--- src/rtl/mips_pkg.sv ---
// Shared definitions for the ID/EX issue stage: ALU option encodings,
// the hard-wired zero register index and the default datapath widths.
package mips_pkg;

  localparam int DEFAULT_DATA_WIDTH = 32;
  localparam int DEFAULT_REG_BITS   = 5;
  localparam int REG_ZERO           = 0;

  typedef enum logic [1:0] {
    ALU_ADD = 2'b00,
    ALU_SUB = 2'b01,
    ALU_AND = 2'b10,
    ALU_OR  = 2'b11
  } alu_op_e;

endpackage

--- src/rtl/alu_issue_stage_if.sv ---
// Decode-side, forwarding-source and alu-side signals of the issue stage.
// The master is the surrounding pipeline; the slave is the issue stage.
interface alu_issue_stage_if #(
  parameter int DATA_WIDTH = mips_pkg::DEFAULT_DATA_WIDTH,
  parameter int REG_BITS   = mips_pkg::DEFAULT_REG_BITS
);
  logic                  in_valid;
  logic                  in_ready;
  logic [REG_BITS-1:0]   in_rs_idx;
  logic [REG_BITS-1:0]   in_rt_idx;
  logic [DATA_WIDTH-1:0] in_rs_data;
  logic [DATA_WIDTH-1:0] in_rt_data;
  logic [DATA_WIDTH-1:0] in_imm;
  logic                  in_alu_src;
  logic [1:0]            in_alu_op;
  logic [REG_BITS-1:0]   in_rd_idx;
  logic                  in_reg_write;
  logic                  mem_we;
  logic [REG_BITS-1:0]   mem_rd;
  logic [DATA_WIDTH-1:0] mem_data;
  logic                  wb_we;
  logic [REG_BITS-1:0]   wb_rd;
  logic [DATA_WIDTH-1:0] wb_data;
  logic                  flush;
  logic                  out_valid;
  logic                  out_ready;
  logic [DATA_WIDTH-1:0] alu_a;
  logic [DATA_WIDTH-1:0] alu_b;
  logic [1:0]            alu_option;
  logic [REG_BITS-1:0]   out_rd_idx;
  logic                  out_reg_write;

  modport master (
    output in_valid, in_rs_idx, in_rt_idx, in_rs_data, in_rt_data, in_imm,
           in_alu_src, in_alu_op, in_rd_idx, in_reg_write,
           mem_we, mem_rd, mem_data, wb_we, wb_rd, wb_data, flush, out_ready,
    input  in_ready, out_valid, alu_a, alu_b, alu_option, out_rd_idx, out_reg_write
  );

  modport slave (
    input  in_valid, in_rs_idx, in_rt_idx, in_rs_data, in_rt_data, in_imm,
           in_alu_src, in_alu_op, in_rd_idx, in_reg_write,
           mem_we, mem_rd, mem_data, wb_we, wb_rd, wb_data, flush, out_ready,
    output in_ready, out_valid, alu_a, alu_b, alu_option, out_rd_idx, out_reg_write
  );
endinterface

--- src/rtl/operand_fwd_mux.sv ---
// Selects the freshest value of one source register: $0 is always zero,
// otherwise EX/MEM beats MEM/WB, which beats the held regfile read.
module operand_fwd_mux
  import mips_pkg::*;
#(
  parameter int DATA_WIDTH = DEFAULT_DATA_WIDTH,
  parameter int REG_BITS   = DEFAULT_REG_BITS
) (
  input  logic [REG_BITS-1:0]   idx,
  input  logic [DATA_WIDTH-1:0] reg_val,
  input  logic                  mem_we,
  input  logic [REG_BITS-1:0]   mem_rd,
  input  logic [DATA_WIDTH-1:0] mem_data,
  input  logic                  wb_we,
  input  logic [REG_BITS-1:0]   wb_rd,
  input  logic [DATA_WIDTH-1:0] wb_data,
  output logic [DATA_WIDTH-1:0] val
);

  always_comb begin
    val = reg_val;
    if (idx == REG_BITS'(REG_ZERO)) begin
      val = '0;
    end else if (mem_we && (mem_rd == idx)) begin
      val = mem_data;
    end else if (wb_we && (wb_rd == idx)) begin
      val = wb_data;
    end
  end

endmodule

--- src/rtl/alu_issue_stage.sv ---
// ID/EX register in front of the alu: one-deep valid/ready slot with flush,
// operand forwarding on the output side and WB refresh of held operands.
module alu_issue_stage
  import mips_pkg::*;
#(
  parameter int DATA_WIDTH = DEFAULT_DATA_WIDTH,
  parameter int REG_BITS   = DEFAULT_REG_BITS
) (
  input  logic            clk,
  input  logic            rst,
  alu_issue_stage_if.slave bus
);

  // Operand slot 0 is rs (feeds A), slot 1 is rt (feeds B when alu_src=0).
  logic                        valid_reg;
  logic [1:0][REG_BITS-1:0]    idx_reg;
  logic [1:0][DATA_WIDTH-1:0]  data_reg;
  logic [DATA_WIDTH-1:0]       imm_reg;
  logic                        src_reg;
  alu_op_e                     op_reg;
  logic [REG_BITS-1:0]         rd_reg;
  logic                        rw_reg;

  logic [1:0][REG_BITS-1:0]    in_idx;
  logic [1:0][DATA_WIDTH-1:0]  in_data;
  logic [1:0][DATA_WIDTH-1:0]  cap_data;
  logic [1:0][DATA_WIDTH-1:0]  held_next;
  logic [1:0][DATA_WIDTH-1:0]  fwd_val;
  logic                        accept;
  logic                        hold;

  assign bus.in_ready = !valid_reg || bus.out_ready;
  assign accept       = bus.in_valid && bus.in_ready;
  assign hold         = valid_reg && !bus.out_ready;

  assign in_idx[0]  = bus.in_rs_idx;
  assign in_idx[1]  = bus.in_rt_idx;
  assign in_data[0] = bus.in_rs_data;
  assign in_data[1] = bus.in_rt_data;

  generate
    for (genvar gi = 0; gi < 2; gi++) begin : g_opnd
      // A same-cycle regfile write is not yet visible in the read data, so take it from WB.
      assign cap_data[gi] = (bus.wb_we && (bus.wb_rd == in_idx[gi]) &&
                             (in_idx[gi] != REG_BITS'(REG_ZERO))) ? bus.wb_data : in_data[gi];
      // While stalled, absorb the WB write so the value survives the producer retiring.
      assign held_next[gi] = (bus.wb_we && (bus.wb_rd == idx_reg[gi]) &&
                              (idx_reg[gi] != REG_BITS'(REG_ZERO))) ? bus.wb_data : data_reg[gi];

      operand_fwd_mux #(
        .DATA_WIDTH(DATA_WIDTH),
        .REG_BITS  (REG_BITS)
      ) u_fwd (
        .idx     (idx_reg[gi]),
        .reg_val (data_reg[gi]),
        .mem_we  (bus.mem_we),
        .mem_rd  (bus.mem_rd),
        .mem_data(bus.mem_data),
        .wb_we   (bus.wb_we),
        .wb_rd   (bus.wb_rd),
        .wb_data (bus.wb_data),
        .val     (fwd_val[gi])
      );
    end
  endgenerate

  always_ff @(posedge clk or posedge rst) begin
    if (rst) begin
      valid_reg <= 1'b0;
      idx_reg   <= '0;
      data_reg  <= '0;
      imm_reg   <= '0;
      src_reg   <= 1'b0;
      op_reg    <= ALU_ADD;
      rd_reg    <= '0;
      rw_reg    <= 1'b0;
    end else if (bus.flush) begin
      valid_reg <= 1'b0;
    end else if (accept) begin
      valid_reg <= 1'b1;
      idx_reg   <= in_idx;
      data_reg  <= cap_data;
      imm_reg   <= bus.in_imm;
      src_reg   <= bus.in_alu_src;
      op_reg    <= alu_op_e'(bus.in_alu_op);
      rd_reg    <= bus.in_rd_idx;
      rw_reg    <= bus.in_reg_write;
    end else if (hold) begin
      data_reg  <= held_next;
    end else begin
      valid_reg <= 1'b0;
    end
  end

  assign bus.out_valid     = valid_reg;
  assign bus.alu_a         = fwd_val[0];
  assign bus.alu_b         = src_reg ? imm_reg : fwd_val[1];
  assign bus.alu_option    = op_reg;
  assign bus.out_rd_idx    = rd_reg;
  assign bus.out_reg_write = valid_reg && rw_reg;

endmodule
--- src/flat_wrapper.sv ---
// flat-port wrapper written by rule: the top's interface ports become plain ports
module alu_issue_stage_flat import mips_pkg::*;
#(
  parameter int DATA_WIDTH = DEFAULT_DATA_WIDTH,
  parameter int REG_BITS   = DEFAULT_REG_BITS
)
  (clk, rst, bus_in_valid, bus_in_rs_idx, bus_in_rt_idx, bus_in_rs_data, bus_in_rt_data, bus_in_imm, bus_in_alu_src, bus_in_alu_op, bus_in_rd_idx, bus_in_reg_write, bus_mem_we, bus_mem_rd, bus_mem_data, bus_wb_we, bus_wb_rd, bus_wb_data, bus_flush, bus_out_ready, bus_in_ready, bus_out_valid, bus_alu_a, bus_alu_b, bus_alu_option, bus_out_rd_idx, bus_out_reg_write);
  alu_issue_stage_if #(.DATA_WIDTH(DATA_WIDTH), .REG_BITS(REG_BITS)) bus_i ();
  input  logic clk;
  input  logic rst;
  input wire logic [$bits(bus_i.in_valid)-1:0] bus_in_valid;
  input wire logic [$bits(bus_i.in_rs_idx)-1:0] bus_in_rs_idx;
  input wire logic [$bits(bus_i.in_rt_idx)-1:0] bus_in_rt_idx;
  input wire logic [$bits(bus_i.in_rs_data)-1:0] bus_in_rs_data;
  input wire logic [$bits(bus_i.in_rt_data)-1:0] bus_in_rt_data;
  input wire logic [$bits(bus_i.in_imm)-1:0] bus_in_imm;
  input wire logic [$bits(bus_i.in_alu_src)-1:0] bus_in_alu_src;
  input wire logic [$bits(bus_i.in_alu_op)-1:0] bus_in_alu_op;
  input wire logic [$bits(bus_i.in_rd_idx)-1:0] bus_in_rd_idx;
  input wire logic [$bits(bus_i.in_reg_write)-1:0] bus_in_reg_write;
  input wire logic [$bits(bus_i.mem_we)-1:0] bus_mem_we;
  input wire logic [$bits(bus_i.mem_rd)-1:0] bus_mem_rd;
  input wire logic [$bits(bus_i.mem_data)-1:0] bus_mem_data;
  input wire logic [$bits(bus_i.wb_we)-1:0] bus_wb_we;
  input wire logic [$bits(bus_i.wb_rd)-1:0] bus_wb_rd;
  input wire logic [$bits(bus_i.wb_data)-1:0] bus_wb_data;
  input wire logic [$bits(bus_i.flush)-1:0] bus_flush;
  input wire logic [$bits(bus_i.out_ready)-1:0] bus_out_ready;
  output wire logic [$bits(bus_i.in_ready)-1:0] bus_in_ready;
  output wire logic [$bits(bus_i.out_valid)-1:0] bus_out_valid;
  output wire logic [$bits(bus_i.alu_a)-1:0] bus_alu_a;
  output wire logic [$bits(bus_i.alu_b)-1:0] bus_alu_b;
  output wire logic [$bits(bus_i.alu_option)-1:0] bus_alu_option;
  output wire logic [$bits(bus_i.out_rd_idx)-1:0] bus_out_rd_idx;
  output wire logic [$bits(bus_i.out_reg_write)-1:0] bus_out_reg_write;
  assign bus_i.in_valid = bus_in_valid;
  assign bus_i.in_rs_idx = bus_in_rs_idx;
  assign bus_i.in_rt_idx = bus_in_rt_idx;
  assign bus_i.in_rs_data = bus_in_rs_data;
  assign bus_i.in_rt_data = bus_in_rt_data;
  assign bus_i.in_imm = bus_in_imm;
  assign bus_i.in_alu_src = bus_in_alu_src;
  assign bus_i.in_alu_op = bus_in_alu_op;
  assign bus_i.in_rd_idx = bus_in_rd_idx;
  assign bus_i.in_reg_write = bus_in_reg_write;
  assign bus_i.mem_we = bus_mem_we;
  assign bus_i.mem_rd = bus_mem_rd;
  assign bus_i.mem_data = bus_mem_data;
  assign bus_i.wb_we = bus_wb_we;
  assign bus_i.wb_rd = bus_wb_rd;
  assign bus_i.wb_data = bus_wb_data;
  assign bus_i.flush = bus_flush;
  assign bus_i.out_ready = bus_out_ready;
  assign bus_in_ready = bus_i.in_ready;
  assign bus_out_valid = bus_i.out_valid;
  assign bus_alu_a = bus_i.alu_a;
  assign bus_alu_b = bus_i.alu_b;
  assign bus_alu_option = bus_i.alu_option;
  assign bus_out_rd_idx = bus_i.out_rd_idx;
  assign bus_out_reg_write = bus_i.out_reg_write;
  alu_issue_stage #(.DATA_WIDTH(DATA_WIDTH), .REG_BITS(REG_BITS)) u_core (.clk(clk), .rst(rst), .bus(bus_i));
endmodule
--- config.mk ---
export PLATFORM = sky130hd
export DESIGN_NAME = alu_issue_stage_flat
export DESIGN_NICKNAME = d
export VERILOG_FILES = /design/src/rtl/mips_pkg.sv /design/src/rtl/alu_issue_stage_if.sv /design/src/rtl/operand_fwd_mux.sv /design/src/rtl/alu_issue_stage.sv /design/src/flat_wrapper.sv
export SDC_FILE = /design/constraint.sdc
export NUM_CORES = 1
export LEC_CHECK = 0
export ABC_AREA = 1
export BUFFER_PORTS_ARGS = -buffer_cell sky130_fd_sc_hd__clkbuf_2
export CAP_MARGIN = 20
export CORE_ASPECT_RATIO = 1.2
export CORE_MARGIN = 5
export CORE_UTILIZATION = 54
export DETAILED_ROUTE_END_ITERATION = 8
export GPL_TIMING_DRIVEN = 0
export PLACE_DENSITY = 0.85
export SKIP_CTS_REPAIR_TIMING = 1
export SYNTH_ARGS = -nofsm -noshare
export SYNTH_HDL_FRONTEND = slang
export SYNTH_SLANG_ARGS = --single-unit
--- constraint.sdc ---
create_clock -name clk -period 9.7 [get_ports clk]
set_clock_uncertainty 0.15 [all_clocks]
set_input_delay 0.97 -clock clk [delete_from_list [all_inputs] [get_ports clk]]
set_output_delay 0.97 -clock clk [all_outputs]
set_load 0.02 [all_outputs]
# --- Yosys cells after proc, flatten, opt, wreduce, memory -nomap -nowiden ---
# Cells that the tools add are included.
word_totals:
  reg_bits: 116
  output_inout_bits: 74
  word_cells: 62
classes:
  eq_ne: 7
  n_mux: 16
  n_bitwise: 1
  n_reduce_logical: 28
ops:
  columns: ["op", "count"]
  rows:
  - ["$mux 32", 11]
  - ["$mux 64", 2]
  - ["$eq 5x5->1", 6]
  - ["$reduce_bool 5->1", 4]
  - ["$logic_and 1x1->1", 13]
  - ["$logic_not 5->1", 2]
  - ["$reduce_and 3->1", 2]
  - ["$reduce_bool 2->1", 3]
  - ["$mux 1", 3]
  - ["$ne 3x2->1 const B", 1]
  - ["$logic_not 1->1", 2]
  - ["$reduce_and 2->1", 1]
  - ["$logic_or 1x1->1", 1]
  - ["$not 1->1", 1]

# --- Logic depth before layout (Yosys ltp) ---
# Gate-level depths: netlist (run 1).
logic_depth:
  ltp_word: 6
  depth_mapped: 12

# --- By module ---
# From an unflattened synthesis (run 1), not the netlist that was laid out.
hier_totals:
  hier_cells: 1352
  area_unflattened_um2: 8982.4
by_module_without_submodules:
  columns: ["module", "n_inst", "cells_each", "area_per_inst_um2", "seq_area_each_um2"]
  rows:
  - ["alu_issue_stage", 1, 754, 6159.7, 2902.8]
  - ["operand_fwd_mux", 2, 299, 1411.4, 0.0]

# --- Worst setup path before layout (run 1) ---
# No wires, ideal clock.
synth_timing:
  kind: "input to output"
  start: "input bus_mem_rd[3]"
  end: "output bus_alu_b[10]"
  t_arrival_ns: 1.997
  required_ns: 8.580
  setup_slack_ns: 6.583
  stages: 7
  path_cell_list: "or2_0 > a21oi_1 > nand3_2 > clkbuf_1 > nand3_1 > nand2_1 > nand2_1"
synth_via:
  elab_chain_len: 5
synth_rtl:
  columns: ["item", "line", "source"]
  rows:
  - ["start, declared", "flat_wrapper.sv:22", "input wire logic [$bits(bus_i.mem_rd)-1:0] bus_mem_rd;"]
  - ["$eq 5x5->1", "operand_fwd_mux.sv:24", "end else if (mem_we && (mem_rd == idx)) begin"]
  - ["$logic_and 1x1->1", "operand_fwd_mux.sv:24", null]
  - ["$mux 32", "operand_fwd_mux.sv:24", null]
  - ["$mux 32", "operand_fwd_mux.sv:22", "if (idx == REG_BITS'(REG_ZERO)) begin"]
  - ["$mux 32", "alu_issue_stage.sv:97", "assign bus.alu_b = src_reg ? imm_reg : fwd_val[1];"]
  - ["end, declared", "flat_wrapper.sv:32", "output wire logic [$bits(bus_i.alu_b)-1:0] bus_alu_b;"]
# Every way passes these cells.

# --- Final worst setup path (run 1) ---
layout_timing:
  start: "input bus_wb_rd[4]"
  end: "output bus_alu_a[6]"
layout_via:
  elab_chain_len: 5
layout_rtl:
  columns: ["item", "line", "source"]
  rows:
  - ["start, declared", "flat_wrapper.sv:25", "input wire logic [$bits(bus_i.wb_rd)-1:0] bus_wb_rd;"]
  - ["$eq 5x5->1", "operand_fwd_mux.sv:26", "end else if (wb_we && (wb_rd == idx)) begin"]
  - ["$logic_and 1x1->1", "operand_fwd_mux.sv:26", null]
  - ["$mux 32", "operand_fwd_mux.sv:26", null]
  - ["$mux 32", "operand_fwd_mux.sv:24", null]
  - ["$mux 32", "operand_fwd_mux.sv:22", null]
  - ["end, declared", "flat_wrapper.sv:31", "output wire logic [$bits(bus_i.alu_a)-1:0] bus_alu_a;"]
# Every way passes these cells.

==> results of run 1 <==
-- cells by family after synthesis --
family          count (synthesis)  share of synthesized area [%]
simple gates                  819                           44.5
mux                            40                           5.52
compound gates                 59                           5.10
buf+inv                       173                           9.22
flops                         116                           35.6
xor+xnor                        1                          0.107
-- report_power, final --
group | switching (mW) | leakage, nW | internal, mW
combinational | 0.396 | 4.25 | 0.238
sequential | 0.0515 | 1.40 | 0.570
clock | 0.231 | 0.312 | 0.463
total | 0.678 | 5.96 | 1.27
-- final cells by class --
cell class	count	area (µm²)
clock inverter	8	145
buffer	71	370
multi-input combinational	919	4510
clock buffer	24	502
timing repair buffer	270	1370
tap	204	255
sequential	116	2900
fill	1327	4450
inverter	102	388
-- worst max-delay path, stage by stage --
cell and delay [ns]:
clkbuf_2 0.15, inv_2 0.08, nand2_1 0.06, nand2_1 0.04, nor2_1 0.20, nand3_2 0.28
clkbuf_1 0.36, nand2_1 0.16, o211ai_1 0.10, nand2_1 0.10, inv_1 0.04, clkbuf_2 0.15
-- cells in the final DEF (no fill, tap or decap), drive strengths merged --
| cell | n |
|---|---|
| nand4 | 4 |
| a21boi | 1 |
| nand3b | 64 |
| inv | 102 |
| mux2 | 40 |
| xor2 | 1 |
| bufinv | 4 |
| clkbuf | 322 |
| buf | 43 |
| o22ai | 4 |
| o21ai | 16 |
| nand3 | 102 |
| clkinv | 2 |
| dfrtp | 116 |
| a21oi | 6 |
| clkinvlp | 2 |
| nor3 | 1 |
| o211ai | 32 |
| or2 | 2 |
| nor2 | 152 |
| nand2 | 494 |
-- layer usage --
| metal | part of all wire, % | GRT usage (%) | vias up |
|---|---|---|---|
| li1 | - | - | 4373 |
| met4 | 4.6 | 15.7 | 2 |
| met2 | 48 | 53.4 | 561 |
| met3 | 8.9 | 6.49 | 98 |
| met5 | 0.045 | 0 | - |
| met1 | 38 | 40.1 | 4205 |
-- worst max-delay path by stage --
| stage | from | depth (start not counted) | endpoint |
|---|---|---|---|
| finish | bus_wb_rd[4] | 12 | bus_alu_a[6] |
| global route | bus_wb_rd[4] | 12 | bus_alu_a[10] |
| CTS | bus_wb_rd[4] | 12 | bus_alu_a[10] |
| detailed placement | bus_wb_rd[4] | 12 | bus_alu_a[10] |
| global placement | rst | 2 | u_core.imm_reg[18] |
| floorplan | rst | 1 | u_core.bus.alu_option[0] |
-- stage by stage --
stage          total power, mW  utilization (%)
2_1_floorplan             1.04                -
3_3_place_gp              1.24             65.6
3_5_place_dp              1.26             65.8
4_1_cts                   1.95             70.1
5_1_grt                   2.05             70.1
6_report                  1.95             70.1
==> flow_summary.yaml, run 1 <==
status:
  run_status: "complete, no violations"
setup_path:
  crit-reg2reg-launch: "u_core.bus.out_valid"
  rrSetupSlack_ns: 7.52
  crit_required_ns: 8.58
  r2r.worst_path.cells: 8
  critPathLaunchType: "primary input"
  r2r_end: "u_core.data_reg[49]"
  endpoint_kind: "output pin"
  worstSetupPathType: "in2out"
  critPathArrivalTime_ns: 2.70
  path_max_fanout: 10
synthesis:
  synth.largest_area_cell: "dfrtp_1"
  syn_nets: 1404
  yosysUniqueCellTypes: 26
  ys.flop_type: "dfrtp_1"
  ys_ff_latch: 116
  synth_top_area_share_pct: 35.6
  ys_seq_area_share_pct: 35.6
  synth_cells: 1208
  syn_area_per_cell_um2: 6.76
  synth_edf_count: 0
  ys_async_sr_fraction_pct: 100
  synth_most_common_cell: "nand2_1"
  synth_commonest_cells: "494 x nand2_1, 150 x nor2_1, 116 x dfrtp_1"
  synth_area_leaders: "dfrtp_1 36%, nand2_1 23%, nor2_1 6.9%"
  ys_warn_count: 0
  synth_area_um2: 8170
detailed_routing:
  wl_mm: 28.7
  wl_per_cell_um: 16.8
  vias: 9239
  drc_errors: 0
  postRouteAntennaNets: 0
  drt-pass1-iter-count: 5
  via_per_inst: 5.39
  drt_iter0_markers: 708
global_routing:
  grt_max_degree: 62
  grt_pass1_vias: 8950
  track_usage_pct: 32.1
  grt_pass1_wl_mm: 44.3
  grt_antenna_before_repair: 1
  overflow: 0
placed_design:
  place_hpwl_mm: 21.0
  place_ws_ns: 5.89
  placedCellCount: 1682
  gp_congestion: 0.939
  place_area_um2: 9800
  numPortBuffers: 269
flow_run:
  cap_violations: 0
clocking:
  cts.clk_slew.worst_paths_ns: 0.05
  root_buffer: "clkbuf_16"
  insertion_delay_ns: 0.42
  cts.sinks: 116
  cts_buffers: 17
  cts_tree: "built"
  h-tree-depth: 4
  cts.path.max_buffers: 2
timing:
  relSlewSlack_pct: 59.1
  slew_viol_final: 0
  hold_viol_final: 0
  worst_slack_ns: 5.88
  grt_setup_unrepaired: "no"
  fmax_mhz: 262
  finalSetupViolations: 0
  setup_tns_ns: 0
  holdWs_ns: 0.330
  period_needed_ns: 3.82
  min_period_over_period_pct: 39.3
  worst_slew_pin_slew_ns: 0.614
cells_and_area:
  diodes: 0
  drive_gt1_share_pct: 28.5
  nNetsFinal: 1693
  fin_cells: 1714
  largest_reg_flops: 64
  final_area_um2: 10400
  syn2layout_area_growth_pct: 27.9
die:
  ioPinCount: 270
  core-area_um2: 14900
  dieArea_um2: 17700
  dieWidth_um: 122
  rows: 49
  initial_utilization_pct: 54.8
  die_y_um: 145
power:
  power.leakage_nw: 5.96
  power.density_nw_per_um2: 187
  ir_drop_v: 0.000130
hold_path:
  hold_class: "reg2reg"
  hold_end: "u_core.data_reg[44]"
  holdPathStages: 2
  hp-start: "u_core.data_reg[44]"
No activity file was read; power rests on OpenSTA's default activity.
==> inputs of run 2 (changes only) <==
Settings changed: CORE_UTILIZATION 54 to 47, PLACE_DENSITY 0.85 to 0.78.
Clock period 9.7 ns to 3.4 ns, I/O delays scaled along.
==> run 2 against run 1 <==
  * Flip-flop and latch count did not move
  * Critical path depth fell by 4
  * Largest cell class unchanged
  * Critical path type is now reg2out
  * Via count fell by 0.80%
  * First-iteration DRC count rose by 7.2%
  * Worst setup slack got worse by 5.5 ns
  * Routed wire length rose by 1.5%
  * Critical endpoint is now bus_alu_b[18]
  * Die area rose by 14%
  * Clock-buffer cell count fell by 1
  * Sequential power rose to 2.8 times the previous value
  * Register-to-register slack got worse by 6.3 ns
  * Global-route usage fell by 3.4 points
  * The flow now finishes with violations (negative hold slack)
==> flow_summary.yaml, run 2 (synthesis results as in run 1) <==
timing:
  grt_setup_unrepaired: "no"
  hold_viol_final: 1
  finalSetupViolations: 0
  slew_viol_final: 0
  relSlewSlack_pct: 53.8
  holdWs_ns: -0.00173
  period_needed_ns: 2.98
  setup_tns_ns: 0
  fmax_mhz: 335
  worst_slew_pin_slew_ns: 0.692
  min_period_over_period_pct: 87.7
cells_and_area:
  fill_cells: 1601
  diodes: 0
  final_area_um2: 10600
  nNetsFinal: 1711
  drive_gt1_share_pct: 28.3
  largest_reg_flops: 64
  final_common_cell: "nand2_1"
  fin_util_pct: 62.6
  syn2layout_area_growth_pct: 30.2
  seqCellArea_um2: 2900
  multi_input_area_um2: 4510
  final_cell_mix: "494 x nand2_1, 269 x clkbuf_2, 150 x nor2_1"
power:
  p_sw_mw: 1.93
  internal_power_mw: 3.60
  clkPwrFrac_pct: 35.1
  power.total_mw: 5.54
  p_comb_share_pct: 33.0
  power.leakage_nw: 6.03
  ir_drop_v: 0.000315
  netSwitchingFraction_pct: 34.9
  power.density_nw_per_um2: 521
  seqPwrFrac_pct: 32.0
die:
  die_y_um: 154
  dieArea_um2: 20100
  initial_utilization_pct: 48.1
  core-area_um2: 17000
  ioPinCount: 270
  rows: 52
  dieWidth_um: 130
setup_path:
  slowest_delay_ns: 0.53
  critPathLaunchType: "flip-flop"
  endpoint_kind: "output pin"
  path_max_fanout: 10
  path_cells: "clkbuf_1 > inv_1 > nand2_1 > clkbuf_1 > nor2_1 > nand2_1 > nand2_1 > clkbuf_2"
  crit-reg2reg-launch: "u_core.bus.out_valid"
  crit_required_ns: 2.91
  cpMaxStageDelayCell: "clkbuf_1"
  critPathArrivalTime_ns: 2.49
  r2r.worst_path.cells: 8
  crit_path_frequent_cell: "nand2_1"
  worstSetupPathType: "reg2out"
  rrSetupSlack_ns: 1.23
  r2r_end: "u_core.data_reg[45]"
clocking:
  cts.sinks: 116
  cts_buffers: 17
  cts.path.max_buffers: 2
  insertion_delay_ns: 0.42
  root_buffer: "clkbuf_16"
  cts.clk_slew.worst_paths_ns: 0.06
  cts_tree: "built"
  h-tree-depth: 4
detailed_routing:
  vias: 9165
  drt_iter0_markers: 759
  via_per_inst: 5.26
  postRouteAntennaNets: 0
  wl_mm: 29.1
  drc_errors: 0
  drt-pass1-iter-count: 7
  wl_per_cell_um: 16.7
global_routing:
  grt_max_degree: 35
  grt_antenna_before_repair: 0
  grt_pass1_vias: 8992
  track_usage_pct: 28.8
  overflow: 0
  grt_pass1_wl_mm: 45.4
placed_design:
  numPortBuffers: 269
  place_hpwl_mm: 21.7
  place_area_um2: 9850
  gp_congestion: 0.927
hold_path:
  hold_end: "u_core.bus.alu_option[1]"
  hp-start: "bus_in_alu_op[1]"
  hold_class: "in2reg"
  holdPathStages: 2
status:
  violations: "negative hold slack"
  run_status: "finished, violations left"
flow_run:
  cap_violations: 0
[run 2: changes by cell type in the layout (fill, tap and decap cells not counted)]
cell           delta
dlygate4sd3_1    +16
buf_12            +3
clkbuf_8          -2
buf_16            -1
clkbuf_1          +1
clkinv_2          +1
clkinvlp_4        +1
inv_6             -1
[run 2: worst max path at each step]
stage | cells past startpoint | to | from
2_1_floorplan | 7 | bus_alu_b[10] | u_core.idx_reg[8]
3_3_place_gp | 2 | u_core.idx_reg[4] | rst
3_5_place_dp | 12 | bus_alu_a[10] | bus_wb_rd[4]
4_1_cts | 11 | bus_alu_a[10] | u_core.idx_reg[2]
5_1_grt | 11 | bus_alu_a[10] | u_core.idx_reg[2]
6_report | 8 | bus_alu_b[18] | u_core.src_reg
[run 2: worst max-delay path, delay by kind of cell, from the launching register on]
family / cells / cell delay (ns)
AND/OR/NAND/NOR: 4 / 0.48
flip-flops: 1 / 0.32
buffers and inverters: 4 / 1.27
[run 2: stage by stage]
stage	hold slack, ns	worst slack, ns	std cells
5_1_grt	0.000972	0.225	1744
4_1_cts	-0.126	0.448	1728
3_3_place_gp	0.312	0.590	1693
6_report	-0.00173	0.418	1744
3_5_place_dp	0.315	0.810	1696
2_1_floorplan	0.256	1.45	1208
[run 2: area by class of cell]
type	instances	area share, %
multi-input cells	919	42.4
clock buffers	23	4.49
repair buffers	288	14.7
plain buffers	71	3.48
clock inverters	9	1.41
flip-flops and latches	116	27.3
well taps	216	2.54
inverters	102	3.64
[run 2: power by group through the flow]
stage               logic [mW]  clock network (mW)  registers (mW)
finish                    1.83                1.94            1.77
CTS                       1.81                1.95            1.76
global route              2.02                2.02            1.80
floorplan                 1.19                   0            1.77
detailed placement        1.80                   0            1.78
global placement          1.77                   0            1.77
[run 2: routing by layer]
metal	part of all wire, %	GRT usage (%)	vias to the layer above	wire (µm)
li1	-	-	4414	-
met1	39	35.2	4227	11300
met2	49	48.6	432	14400
met3	7.9	6.14	92	2290
met4	4.1	12.1	0	1200
met5	0	0	-	0
